==> config.mk <==
export PLATFORM = sky130hd
export DESIGN_NAME = config_source_arbiter
export DESIGN_NICKNAME = d
export VERILOG_FILES = /design/src/rtl/config_source_arbiter.sv
export SDC_FILE = /design/constraint.sdc
export NUM_CORES = 1
export LEC_CHECK = 0
export CAP_MARGIN = 20
export CORE_ASPECT_RATIO = 1.25
export CORE_UTILIZATION = 49
export CTS_CLUSTER_SIZE = 24
export DETAILED_ROUTE_END_ITERATION = 16
export GPL_TIMING_DRIVEN = 1
export PLACE_DENSITY_LB_ADDON = 0.08
export SLEW_MARGIN = 25
export SYNTH_ARGS = -nofsm -noshare
export SYNTH_HDL_FRONTEND = slang
export SYNTH_SLANG_ARGS = --single-unit
==> constraint.sdc <==
create_clock -name CLK -period 6.2 [get_ports CLK]
set_input_delay 0.62 -clock CLK [delete_from_list [all_inputs] [get_ports CLK]]
set_output_delay 0.62 -clock CLK [all_outputs]
set_load 0.02 [all_outputs]
==> src/rtl/config_source_arbiter.sv <==
// Arbitrates the config FSM word input between two sources (A: UART assembler, B: parallel port).
// One owner per session; registered forwarding, session-start reset pulse, inter-session gap, watchdog.
module config_source_arbiter #(
  parameter int unsigned GapCycles     = 4,
  parameter int unsigned TimeoutCycles = 65535,
  parameter int unsigned TimeoutWidth  = 16
) (
  input  logic        CLK,
  input  logic        resetn,
  input  logic        A_Active,
  input  logic [31:0] A_WriteData,
  input  logic        A_WriteStrobe,
  input  logic        B_Active,
  input  logic [31:0] B_WriteData,
  input  logic        B_WriteStrobe,
  output logic [31:0] WriteData,
  output logic        WriteStrobe,
  output logic        FSM_Reset,
  output logic [1:0]  Grant,
  output logic [7:0]  DropCount,
  output logic        TimeoutFlag,
  input  logic        ClearFlags
);

  localparam int unsigned GapWidth = (GapCycles > 1) ? $clog2(GapCycles) : 1;
  localparam logic [GapWidth-1:0]     GapLast     = GapWidth'(GapCycles - 1);
  localparam logic [TimeoutWidth-1:0] TimeoutLast = TimeoutWidth'(TimeoutCycles - 1);

  typedef enum logic [1:0] {IDLE, OWN_A, OWN_B, GAP} state_t;

  state_t                  state;
  logic [TimeoutWidth-1:0] watchdog;
  logic [GapWidth-1:0]     gap_cnt;

  logic        own_strobe;
  logic        own_active;
  logic [31:0] own_data;
  logic        a_drop;
  logic        b_drop;
  logic [8:0]  drop_sum;
  logic [7:0]  drop_next;

  // Drops are judged on registered state, so the grant-decision cycle counts as unowned.
  always_comb begin
    own_strobe = (state == OWN_B) ? B_WriteStrobe : A_WriteStrobe;
    own_active = (state == OWN_B) ? B_Active      : A_Active;
    own_data   = (state == OWN_B) ? B_WriteData   : A_WriteData;
    a_drop     = A_WriteStrobe && (state != OWN_A);
    b_drop     = B_WriteStrobe && (state != OWN_B);
    drop_sum   = {1'b0, DropCount} + 9'(a_drop) + 9'(b_drop);
    drop_next  = drop_sum[8] ? 8'hFF : drop_sum[7:0];
  end

  always_ff @(posedge CLK or negedge resetn) begin
    if (!resetn) begin
      state       <= IDLE;
      Grant       <= '0;
      WriteData   <= '0;
      WriteStrobe <= 1'b0;
      FSM_Reset   <= 1'b0;
      DropCount   <= '0;
      TimeoutFlag <= 1'b0;
      watchdog    <= '0;
      gap_cnt     <= '0;
    end else begin
      FSM_Reset   <= 1'b0;
      WriteStrobe <= 1'b0;
      DropCount   <= ClearFlags ? '0 : drop_next;

      case (state)
        IDLE: begin
          gap_cnt <= '0;
          if (A_Active) begin
            state     <= OWN_A;
            Grant     <= 2'b01;
            FSM_Reset <= 1'b1;
            watchdog  <= '0;
          end else if (B_Active) begin
            state     <= OWN_B;
            Grant     <= 2'b10;
            FSM_Reset <= 1'b1;
            watchdog  <= '0;
          end
        end

        OWN_A, OWN_B: begin
          if (own_strobe) begin
            WriteData   <= own_data;
            WriteStrobe <= 1'b1;
            watchdog    <= '0;
          end else begin
            watchdog <= watchdog + TimeoutWidth'(1);
          end

          if (!own_active) begin
            state   <= GAP;
            Grant   <= '0;
            gap_cnt <= '0;
          end else if (!own_strobe && (watchdog == TimeoutLast)) begin
            state       <= GAP;
            Grant       <= '0;
            gap_cnt     <= '0;
            TimeoutFlag <= 1'b1;
          end
        end

        GAP: begin
          if (gap_cnt == GapLast) state <= IDLE;
          else                    gap_cnt <= gap_cnt + GapWidth'(1);
        end

        default: state <= IDLE;
      endcase

      // Clear wins over a same-cycle watchdog expiry.
      if (ClearFlags) TimeoutFlag <= 1'b0;
    end
  end

endmodule

==> flow_summary.ini, run 1 <==
[floorplan]
ios = 116
die_w_um = 75.5
placementRows = 33
dieArea_um2 = 7090
core_area_um2 = 6570
fp.dieH_um = 93.9
start_util_pct = 50.4

[critical_path]
rrSetupSlack_ns = 3.49
crit_type = reg2reg
critPathArrivalTime_ns = 2.96
crit_fanout = 35
cp.required_ns = 6.45
crit_path_start_kind = register
worst_setup_path_end_kind = register

[drt]
routed_wl_um = 7970
wire_per_inst_um = 14.8
drt-initial-drc-count = 176
postRouteAntennaNets = 0
via_per_inst = 5.27
drcViolationCount = 0
dr.pass1.iters = 4
vias = 2835

[power]
pwr-share-seq_pct = 30.4
swShare_pct = 40.5
pwr-share-comb_pct = 51.8
power.internal_w = 0.00126
pwr-share-clk_pct = 17.8
ir_drop_v = 0.000290
p_switching_w = 0.000861
p_leak_nw = 2.00
powerDensity_nw_per_um2 = 449

[cts]
clk_latency_ns = 0.33
cts_num_sinks = 65
postCtsSetupBuffers = 0
numCtsBuffers = 9
cts_tree = built
hold_buffers = 0
cts.reportedPaths.clkPinSlew_ns = 0.07
clockBufferDepth = 2
h-tree-depth = 3
cts_root_buf = clkbuf_8
cts-resized-gates = 0

[yosys]
synthCells = 334
synthArstFlopShare_pct = 100
synth_edf_count = 0
synth_nets = 414
synth_top_area_cell = dfrtp_1
synthFlopType = dfrtp_1
synth_area_leaders = dfrtp_1 49%, mux2i_1 10%, o21ai_0 8.6%, nand2_1 6.5%, ha_1 3.0%
synth_seq_area_share_pct = 49.1
synth_top_area_share_pct = 49.1
syn_avg_cell_area_um2 = 9.91
netlist_area_um2 = 3310
synth_cell_types = 49
yosys_warnings = 0
ys_seq_elements = 65

[sta]
setup_viol = 0
worst_pin_slew_ns = 0.816
tns_ns = 0
slew_viol_final = 0
rsz0062_at_grt = false
hold_violations = 0
slew_headroom_pct = 45.6
fin_crit_sh_pct = 43.7
final.min_clock_period_ns = 2.71
fin_skew_ns = 0.00604
fmax_mhz = 369
holdWs_ns = 0.460

[grt]
grt_max_degree = 66
grt_pass1_vias = 2755
grt_first_pass_wirelength_um = 12800
grt_overflow = 0
grt.total_usage_pct = 24.0
antenna_found_initial = 0

[status]
status = complete, no violations

[layout]
drive_gt1_share_pct = 7.54
num_antenna_cells = 0
area_delta_synth_final_pct = 43.0
final_cells = 538
final_core_util_pct = 72.1
fin_nets = 527

[placement]
gp_congestion = 0.852
hpwlAfterDp_um = 5850
io_buffers = 115
dp.cells = 523

[min_path]
hp-class = in2async

[run]
drv_cap = 0
## logic make-up after synthesis
family / count (synthesis) / share of synthesized area [%]
multiplexers: 37 / 11.6
AO/OA/AOI/OAI: 90 / 15.7
XOR/XNOR: 3 / 0.794
AND/OR/NAND/NOR: 105 / 15.7
adder cells (fa/ha/maj): 9 / 3.63
buffers and inverters: 25 / 3.40
flip-flops: 65 / 49.1
## layout make-up
cell class,instances,area (um^2)
inverters,11,41.3
clock inverters,2,35.0
multi-input cells,244,1590
fillers,504,1830
flip-flops and latches,65,1630
well taps,87,109
clock buffers,13,179
repair buffers,116,1150
## sequential cells by signal, indices dropped and copies added (netlist names)
register and cells:
WriteData 32, watchdog 16, WriteStrobe 1, state 2
TimeoutFlag 1, DropCount 8, Grant 2, gap_cnt 2
FSM_Reset 1
## worst max-delay path, cell delays in order, from the launching register on
cell	delay (ns)
dfrtp_1	0.40
inv_1	0.11
ha_4	0.35
nand2b_1	0.25
fa_1	0.43
inv_1	0.08
ha_1	0.20
and4_1	0.30
nand4_1	0.30
a21oi_1	0.22
## cells in the final DEF (no fill, tap or decap), types with 2 or more instances in the layout
master	instances
ha_1	7
clkdlybuf4s50_1	114
and4_1	2
nor2_1	8
nor3_1	6
clkbuf_8	13
mux2i_1	34
o21ai_1	3
a21oi_1	9
or2_2	2
nand2_1	57
nand4_1	6
o31ai_1	2
nand2b_1	3
dfrtp_1	65
a31oi_1	9
and3_1	2
a21oi_2	2
nand3_1	8
xor2_1	2
inv_1	11
o21ai_0	57
## Yosys cell counts (5+ instances only)
library cell  instances
ha_1                  8
dfrtp_1              65
nand4_1               6
o21ai_0              57
a21oi_1               9
nand3_1               8
a31oi_1               9
inv_1                11
nand2_1              57
mux2i_1              34
nor3_1                6
buf_2                 5
nor2_1                8
## per-layer routing
| metal | vias up | track usage [%] | routed length [um] |
|---|---|---|---|
| met1 | 1334 | 29.3 | 3300 |
| met5 | - | 0 | 0 |
| met2 | 73 | 41.4 | 4170 |
| met4 | 0 | 8.49 | 159 |
| li1 | 1413 | - | - |
| met3 | 15 | 4.72 | 340 |
## worst paths after layout
kind	startpoint	to	depth (start not counted)
max	state[0]$_DFFE_PN0P_	DropCount[0]$_DFF_PN0_	9
min	resetn	DropCount[6]$_DFF_PN0_	2
max reg2reg	state[0]$_DFFE_PN0P_	DropCount[0]$_DFF_PN0_	9
min reg2reg	watchdog[15]$_DFFE_PN0P_	watchdog[15]$_DFFE_PN0P_	1
max in group asynchronous	resetn	watchdog[5]$_DFFE_PN0P_	2
min in group CLK	watchdog[15]$_DFFE_PN0P_	watchdog[15]$_DFFE_PN0P_	1
## per-stage QoR
step,worst slack (ns),instance area [um^2],total power [W]
4_1_cts,2.94,4720,0.00214
5_1_grt,3.24,4740,0.00229
2_1_floorplan,3.61,3310,0.00134
6_report,3.49,4740,0.00213
3_5_place_dp,2.96,4510,0.00176
3_3_place_gp,3.13,4510,0.00172
## power groups by stage
stage	registers (W)	logic [W]	clock network [W]
after floorplan	0.000791	0.000546	0
after global placement	0.000647	0.00107	0
after detailed placement	0.000652	0.00110	0
after CTS	0.000644	0.00111	0.000388
after global routing	0.000665	0.00122	0.000407
final	0.000646	0.00110	0.000379
Note: power is estimated with default switching activity, not from simulation.
==> run 2: changes to the inputs <==
- CORE_UTILIZATION: 49 -> 45
- clock period: 6.2 -> 2.8 ns (I/O delays scaled with it)
==> flow_summary.ini, run 2 (same netlist as run 1, synthesis figures left out) <==
[status]
status = complete, no violations

[cts]
numCtsBuffers = 9
postCtsSetupBuffers = 0
clockBufferDepth = 2
h-tree-depth = 3
clk_latency_ns = 0.34
cts_root_buf = clkbuf_8
cts_tree = built
cts-resized-gates = 0
cts.reportedPaths.clkPinSlew_ns = 0.07
cts_num_sinks = 65

[layout]
reg_top3 = WriteData x32, watchdog x16, DropCount x8
drive_gt1_share_pct = 7.91
final_cells = 545
final_common_cell = clkdlybuf4s50_1
regArea_um2 = 1630
area_delta_synth_final_pct = 43.5
most-common-layout-cells = 114 x clkdlybuf4s50_1, 65 x dfrtp_1, 57 x nand2_1, 57 x o21ai_0, 34 x mux2i_1
num_antenna_cells = 0
fillers = 563
multiInputGateArea_um2 = 1580
largest_reg_flops = 32
fin_nets = 531
top_register = WriteData

[sta]
slew_viol_final = 0
final.min_clock_period_ns = 2.37
fmax_mhz = 422
fin_crit_sh_pct = 84.6
slew_headroom_pct = 57.7
hold_violations = 0
fin_skew_ns = 0.0101
worst_pin_slew_ns = 0.629
tns_ns = 0
setup_viol = 0
rsz0062_at_grt = false

[placement]
io_buffers = 115
gp_congestion = 0.825
hpwlAfterDp_um = 5910
dp.cells = 529

[floorplan]
placementRows = 34
start_util_pct = 47.2
die_w_um = 78.7
dieArea_um2 = 7710
fp.dieH_um = 97.9
core_area_um2 = 7020
ios = 116

[drt]
dr.pass1.iters = 4
vias = 2822
drcViolationCount = 0
drt-initial-drc-count = 83
wire_per_inst_um = 14.3
routed_wl_um = 7810
postRouteAntennaNets = 0
via_per_inst = 5.18

[power]
swShare_pct = 40.5
powerDensity_nw_per_um2 = 979
p_leak_nw = 2.00
p_total_w = 0.00465
ir_drop_v = 0.000479
power.internal_w = 0.00277
pwr-share-seq_pct = 30.5
pwr-share-clk_pct = 17.1
pwr-share-comb_pct = 52.4
p_switching_w = 0.00188

[critical_path]
critPathArrivalTime_ns = 2.62
crit_type = reg2reg
rrSetupSlack_ns = 0.43
slowest_stage = fa_1
r2r_cells = 9
critPathBufInv = 2
crit_path_start_kind = register
crit_path_frequent_cell = inv_1
reg2reg_to = DropCount[0]$_DFF_PN0_
crit_chain = inv_1, ha_2, nand2b_1, fa_1, inv_1, ha_1, and4_1, nand4_1, a21oi_1
worst_setup_path_end_kind = register
cpPeakStageDelay_ns = 0.42
timing.rr.start = state[0]$_DFFE_PN0P_
critPathTopFamily = adder cells
crit_fanout = 6
cp.required_ns = 3.05

[run]
drv_cap = 0

[grt]
grt.total_usage_pct = 21.7
grt_max_degree = 42
grt_pass1_vias = 2684
grt_first_pass_wirelength_um = 13000
antenna_found_initial = 0
grt_overflow = 0

[min_path]
hp-class = in2async
[run 2: changes by cell type in the layout (fill, tap and decap cells not counted)]
cell,delta
buf_12,+1
buf_4,+2
clkbuf_8,-2
nand2b_4,-1
nand2b_2,+1
dlygate4sd3_1,+1
clkbuf_1,+1
clkinv_2,+1
ha_2,+1
ha_4,-1
[run 2: power groups by stage]
stage | logic (W) | registers [W] | clock network (W)
floorplan | 0.00121 | 0.00175 | 0
global placement | 0.00244 | 0.00143 | 0
detailed placement | 0.00247 | 0.00144 | 0
CTS | 0.00248 | 0.00143 | 0.000815
global route | 0.00268 | 0.00147 | 0.000853
finish | 0.00244 | 0.00142 | 0.000794
[run 2: metal layers]
metal	share of wire, %	global-route usage, %
met1	42	26.2
met2	51	37.3
met3	4.5	3.27
met4	1.8	10.7
met5	0	0
[run 2: repair_timing]
item | in CTS | in global routing
hold buffers | 1 | 0
setup endpoints to repair | 0 | 0
endpoints found under the hold margin | 13 | 0
[run 2: how the worst max path moves through the flow]
stage	startpoint	end	cells after the start
finish	state[0]$_DFFE_PN0P_	DropCount[0]$_DFF_PN0_	9
global route	state[0]$_DFFE_PN0P_	DropCount[0]$_DFF_PN0_	9
CTS	state[0]$_DFFE_PN0P_	DropCount[0]$_DFF_PN0_	9
detailed placement	B_WriteStrobe	DropCount[0]$_DFF_PN0_	8
global placement	B_WriteStrobe	DropCount[0]$_DFF_PN0_	8
floorplan	state[0]$_DFFE_PN0P_	DropCount[0]$_DFF_PN0_	11
[run 2: area by class of cell]
class	count	share of cell area, %
sequential	65	34.2
clock inverter	3	0.843
tap	90	2.37
multi-input combinational	244	33.2
clock buffer	12	3.27
timing repair buffer	120	25.2
inverter	11	0.869
[run 2: metrics by stage]
step           instance area (um^2)  hold WS [ns]  util (%)  worst slack [ns]
2_1_floorplan                  3310       -0.0156         -             0.207
3_5_place_dp                   4550         0.210      64.8             0.419
3_3_place_gp                   4550         0.209      64.8             0.460
5_1_grt                        4750         0.402      67.7             0.214
6_report                       4750         0.377      67.7             0.431
4_1_cts                        4750         0.374      67.7             0.410
==> RTL change 1 (config.mk and constraints of run 2) <==
The parameter `TimeoutWidth` goes from 16 to 24.
--- a/src/rtl/config_source_arbiter.sv
+++ b/src/rtl/config_source_arbiter.sv
@@ -4,5 +4,5 @@
   parameter int unsigned GapCycles     = 4,
   parameter int unsigned TimeoutCycles = 65535,
-  parameter int unsigned TimeoutWidth  = 16
+  parameter int unsigned TimeoutWidth  = 24
 ) (
   input  logic        CLK,
Behaviour: same outputs for any inputs over 10 cycles, from zero or initial values and one cycle with resetn low; that may be too few to reach the edited logic, so the function may still have changed.
==> RTL change 1 against run 2 <==
- cell area increased by 8.2%
- worst setup slack got worse by 0.018 ns
- routed wire length increased by 15%
- hold slack improved by 0.10 ns
- sequential cell count increased by 8
- power increased by 5.2%
- synthesized area increased by 11%
- first-iteration DRC count increased by 48%
- clock skew increased by 0.0048 ns
- critical endpoint is now DropCount[1]
- critical path type unchanged
==> RTL change 1: results (changes against run 2) <==
port bufs 115 (unchanged); number of distinct library cells after synthesis 46 (-6.1%); Mapped Nets 463 (+12%); top post-synthesis cells by area dfrtp_1, mux2i_1, o21ai_0; nets 579 (+9.0%); most common library cells after synthesis dfrtp_1, o21ai_0, nand2_1; CP max stage cell dfrtp_1; static leakage 2.17 nW (+8.1%); Routed WL 8950 um (+15%); worst endpoint data arrival time 2.65 ns (+0.03 ns); M1 WL 3930 um (+19%); sw frac 41.6% (+1.2 points); number of global-route vias before repair 3,030 (+13%); P_comb 2.61 mW (+7%); met2 routed WL 4530 um (+13%); 1st-iter DRT viols 123 (+48%); P_seq 1.54 mW (+8%); post-DP HPWL 6560 um (+11%); Filler cells 656 (+17%); Met3 Wirelength 372 um (+5.1%); Vias 3,226 (+14%); status finished, final reports clean; GP Congestion 0.881 (+6.9%); Slew HR 52.4% (-5.4 points); share of layout cells above drive strength 1 7.34% (-0.57 points); Post-DP Area 4950 sq um (+9.0%); biggest regs WriteData: 32 flops, watchdog: 24 flops, DropCount: 8 flops; clk_skew 0.0149 ns (+0.00476 ns); largest net degree at the start of global routing 74 (+76%)
## RTL change 1: final cells by class
type	count	area (sq um)	area share, %
Sequential cell	73	1830	35.5
Multi-Input combinational cell	281	1750	34.1
Timing Repair Buffer	124	1230	23.9
Clock buffer	10	138	2.68
Tap cell	95	119	2.31
Clock inverter	6	40.0	0.779
Inverter	10	37.5	0.730
## RTL change 1: stage by stage
| stage | setup WS [ns] | utilization [%] | instances | hold slack (ns) | total power [mW] |
|---|---|---|---|---|---|
| finish | 0.413 | 65.2 | 599 | 0.478 | 4.89 |
| detailed placement | 0.394 | 62.9 | 582 | 0.341 | 4.20 |
| global placement | 0.469 | 62.9 | 582 | 0.341 | 4.12 |
| CTS | 0.407 | 65.2 | 599 | 0.489 | 4.95 |
| floorplan | 0.169 | - | 383 | -0.0156 | 3.13 |
| global route | 0.257 | 65.2 | 599 | 0.514 | 5.28 |
## RTL change 1: path summary, 6_finish.rpt
path | from | end | slack (ns) | cells past startpoint
max | state[0] | DropCount[1] | 0.41 | 9
min | resetn | DropCount[5] | 0.48 | 3
max reg2reg | state[0] | DropCount[1] | 0.41 | 9
min reg2reg | WriteData[22] | WriteData[22] | 0.48 | 2
max in group asynchronous | resetn | watchdog[23] | 1.98 | 3
min in group CLK | WriteData[22] | WriteData[22] | 0.48 | 2
## RTL change 1: metal layers
layer	GRT usage [%]	up-vias
met5	0	-
met3	4.29	11
met4	7.56	0
li1	-	1601
met2	36.8	81
met1	27.2	1533
## RTL change 1: kinds of logic after synthesis
group,Yosys count,synth area share [%]
XOR/XNOR,3,0.713
multiplexers,36,9.91
buffers and inverters,29,3.02
AO/OA/AOI/OAI,106,16.2
AND/OR/NAND/NOR,127,17.3
flip-flops,73,49.6
adder cells (fa/ha/maj),9,3.26
==> RTL change 2 (flow settings as in run 2) <==
Made on the original files. Put one more register stage on the output `TimeoutFlag`, with the module's reset. The value now appears one clock later. The other outputs are not delayed to match.
--- a/src/rtl/config_source_arbiter.sv
+++ b/src/rtl/config_source_arbiter.sv
@@ -28,4 +28,6 @@
 
   typedef enum logic [1:0] {IDLE, OWN_A, OWN_B, GAP} state_t;
+
+  logic TimeoutFlag_s0;
 
   state_t                  state;
@@ -60,5 +62,5 @@
       FSM_Reset   <= 1'b0;
       DropCount   <= '0;
-      TimeoutFlag <= 1'b0;
+      TimeoutFlag_s0 <= 1'b0;
       watchdog    <= '0;
       gap_cnt     <= '0;
@@ -101,5 +103,5 @@
             Grant       <= '0;
             gap_cnt     <= '0;
-            TimeoutFlag <= 1'b1;
+            TimeoutFlag_s0 <= 1'b1;
           end
         end
@@ -114,5 +116,13 @@
 
       // Clear wins over a same-cycle watchdog expiry.
-      if (ClearFlags) TimeoutFlag <= 1'b0;
+      if (ClearFlags) TimeoutFlag_s0 <= 1'b0;
+    end
+  end
+
+  always_ff @(posedge CLK or negedge resetn) begin
+    if (!resetn) begin
+      TimeoutFlag <= '0;
+    end else begin
+      TimeoutFlag <= TimeoutFlag_s0;
     end
   end
Behaviour: same outputs for any inputs over 10 cycles, from zero or initial values and one cycle with resetn low; that may be too few to reach the edited logic, so the function may still have changed.
==> RTL change 2 against run 2 <==
- cell area shrank 0.11%
- synthesized cell count grew 0.30%
- critical endpoint unchanged
- power shrank 0.81%
- clock skew shrank 0.0025 ns
- largest cell class unchanged
- synthesized area grew 0.76%
- routed wire length is essentially flat
- worst setup slack lost 0.050 ns
- sequential cell count grew 1
- critical path depth is the same
- global-route usage shrank 0.69 points
==> RTL change 2: results (changes against run 2) <==
status finished, final reports clean; clock buffer count 14 (+2); nonclk buf count 118 (-1.7%); met2 routed WL 3880 um (-3.4%); P_sw 1.89 mW (+0.48%); Met3 Wirelength 465 um (+31%); vias per inst 5.16 (-0.35%); Signal buf overhead 24.9% (-0.34 points); static leakage 2.00 nW (about the same); clock share of power 15.7% (-1.4 points); Max VDD drop 0.491 mV (+2.4%); met3 global-route usage 4.86% (+1.6 points); number of synthesized register bits 66 (+1.5%); Total GRT Usage 21.0% (-0.69 points); met2 Use GR 35.1% (-2.2 points); Post-DP Area 4560 sq um (+0.39%); worst endpoint data arrival time 2.66 ns (+0.04 ns); xor and xnor area share after synthesis 0.788% (-0.0060 points); GP Congestion 0.810 (-1.7%); most common library cells after synthesis dfrtp_1, nand2_1, o21ai_0; area added between synthesis and finish 42.3%; Compound-Gate Fraction of Synth Area 15.6% (-0.12 points); top post-synthesis cells by area dfrtp_1, mux2i_1, o21ai_0; Adder-Cell Fraction of Synth Area 3.60% (-0.027 points); area occupied by registers 1650 sq um (+1.5%); Avg Inst Size Synth 9.96 sq um (+0.46%); Worst-Margin Slew 0.832 ns (+0.203 ns); met1 Use GR 25.9% (-0.32 points); design internal power 2.72 mW (-1.7%); post-DP HPWL 5790 um (-2.0%); sequential share of the synthesized area 49.5% (+0.38 points); Routed WL 7810 um (about the same)
## RTL change 2: changes by cell type after synthesis, sizes merged
| cell | change |
|---|---|
| dfrtp | +1 |
## RTL change 2: worst reg2reg max path: cells and delay by family (launching register included)
kind | cells | cell delay (ns)
compound gates | 1 | 0.24
simple gates | 3 | 0.71
buf+inv | 2 | 0.16
fa+ha+maj | 3 | 0.85
flops | 1 | 0.38
## RTL change 2: final timing paths
| check | from | to | slack [ns] | cells after the start |
|---|---|---|---|---|
| max in group asynchronous | resetn | WriteData[7] | 2.12 | 2 |
| min in group CLK | TimeoutFlag_s0 | TimeoutFlag | 0.38 | 0 |
| worst max-delay path | state[0] | DropCount[0] | 0.38 | 9 |
| worst min-delay path | resetn | DropCount[6] | 0.12 | 2 |
| worst max register to register | state[0] | DropCount[0] | 0.38 | 9 |
| worst min register to register | TimeoutFlag_s0 | TimeoutFlag | 0.38 | 0 |
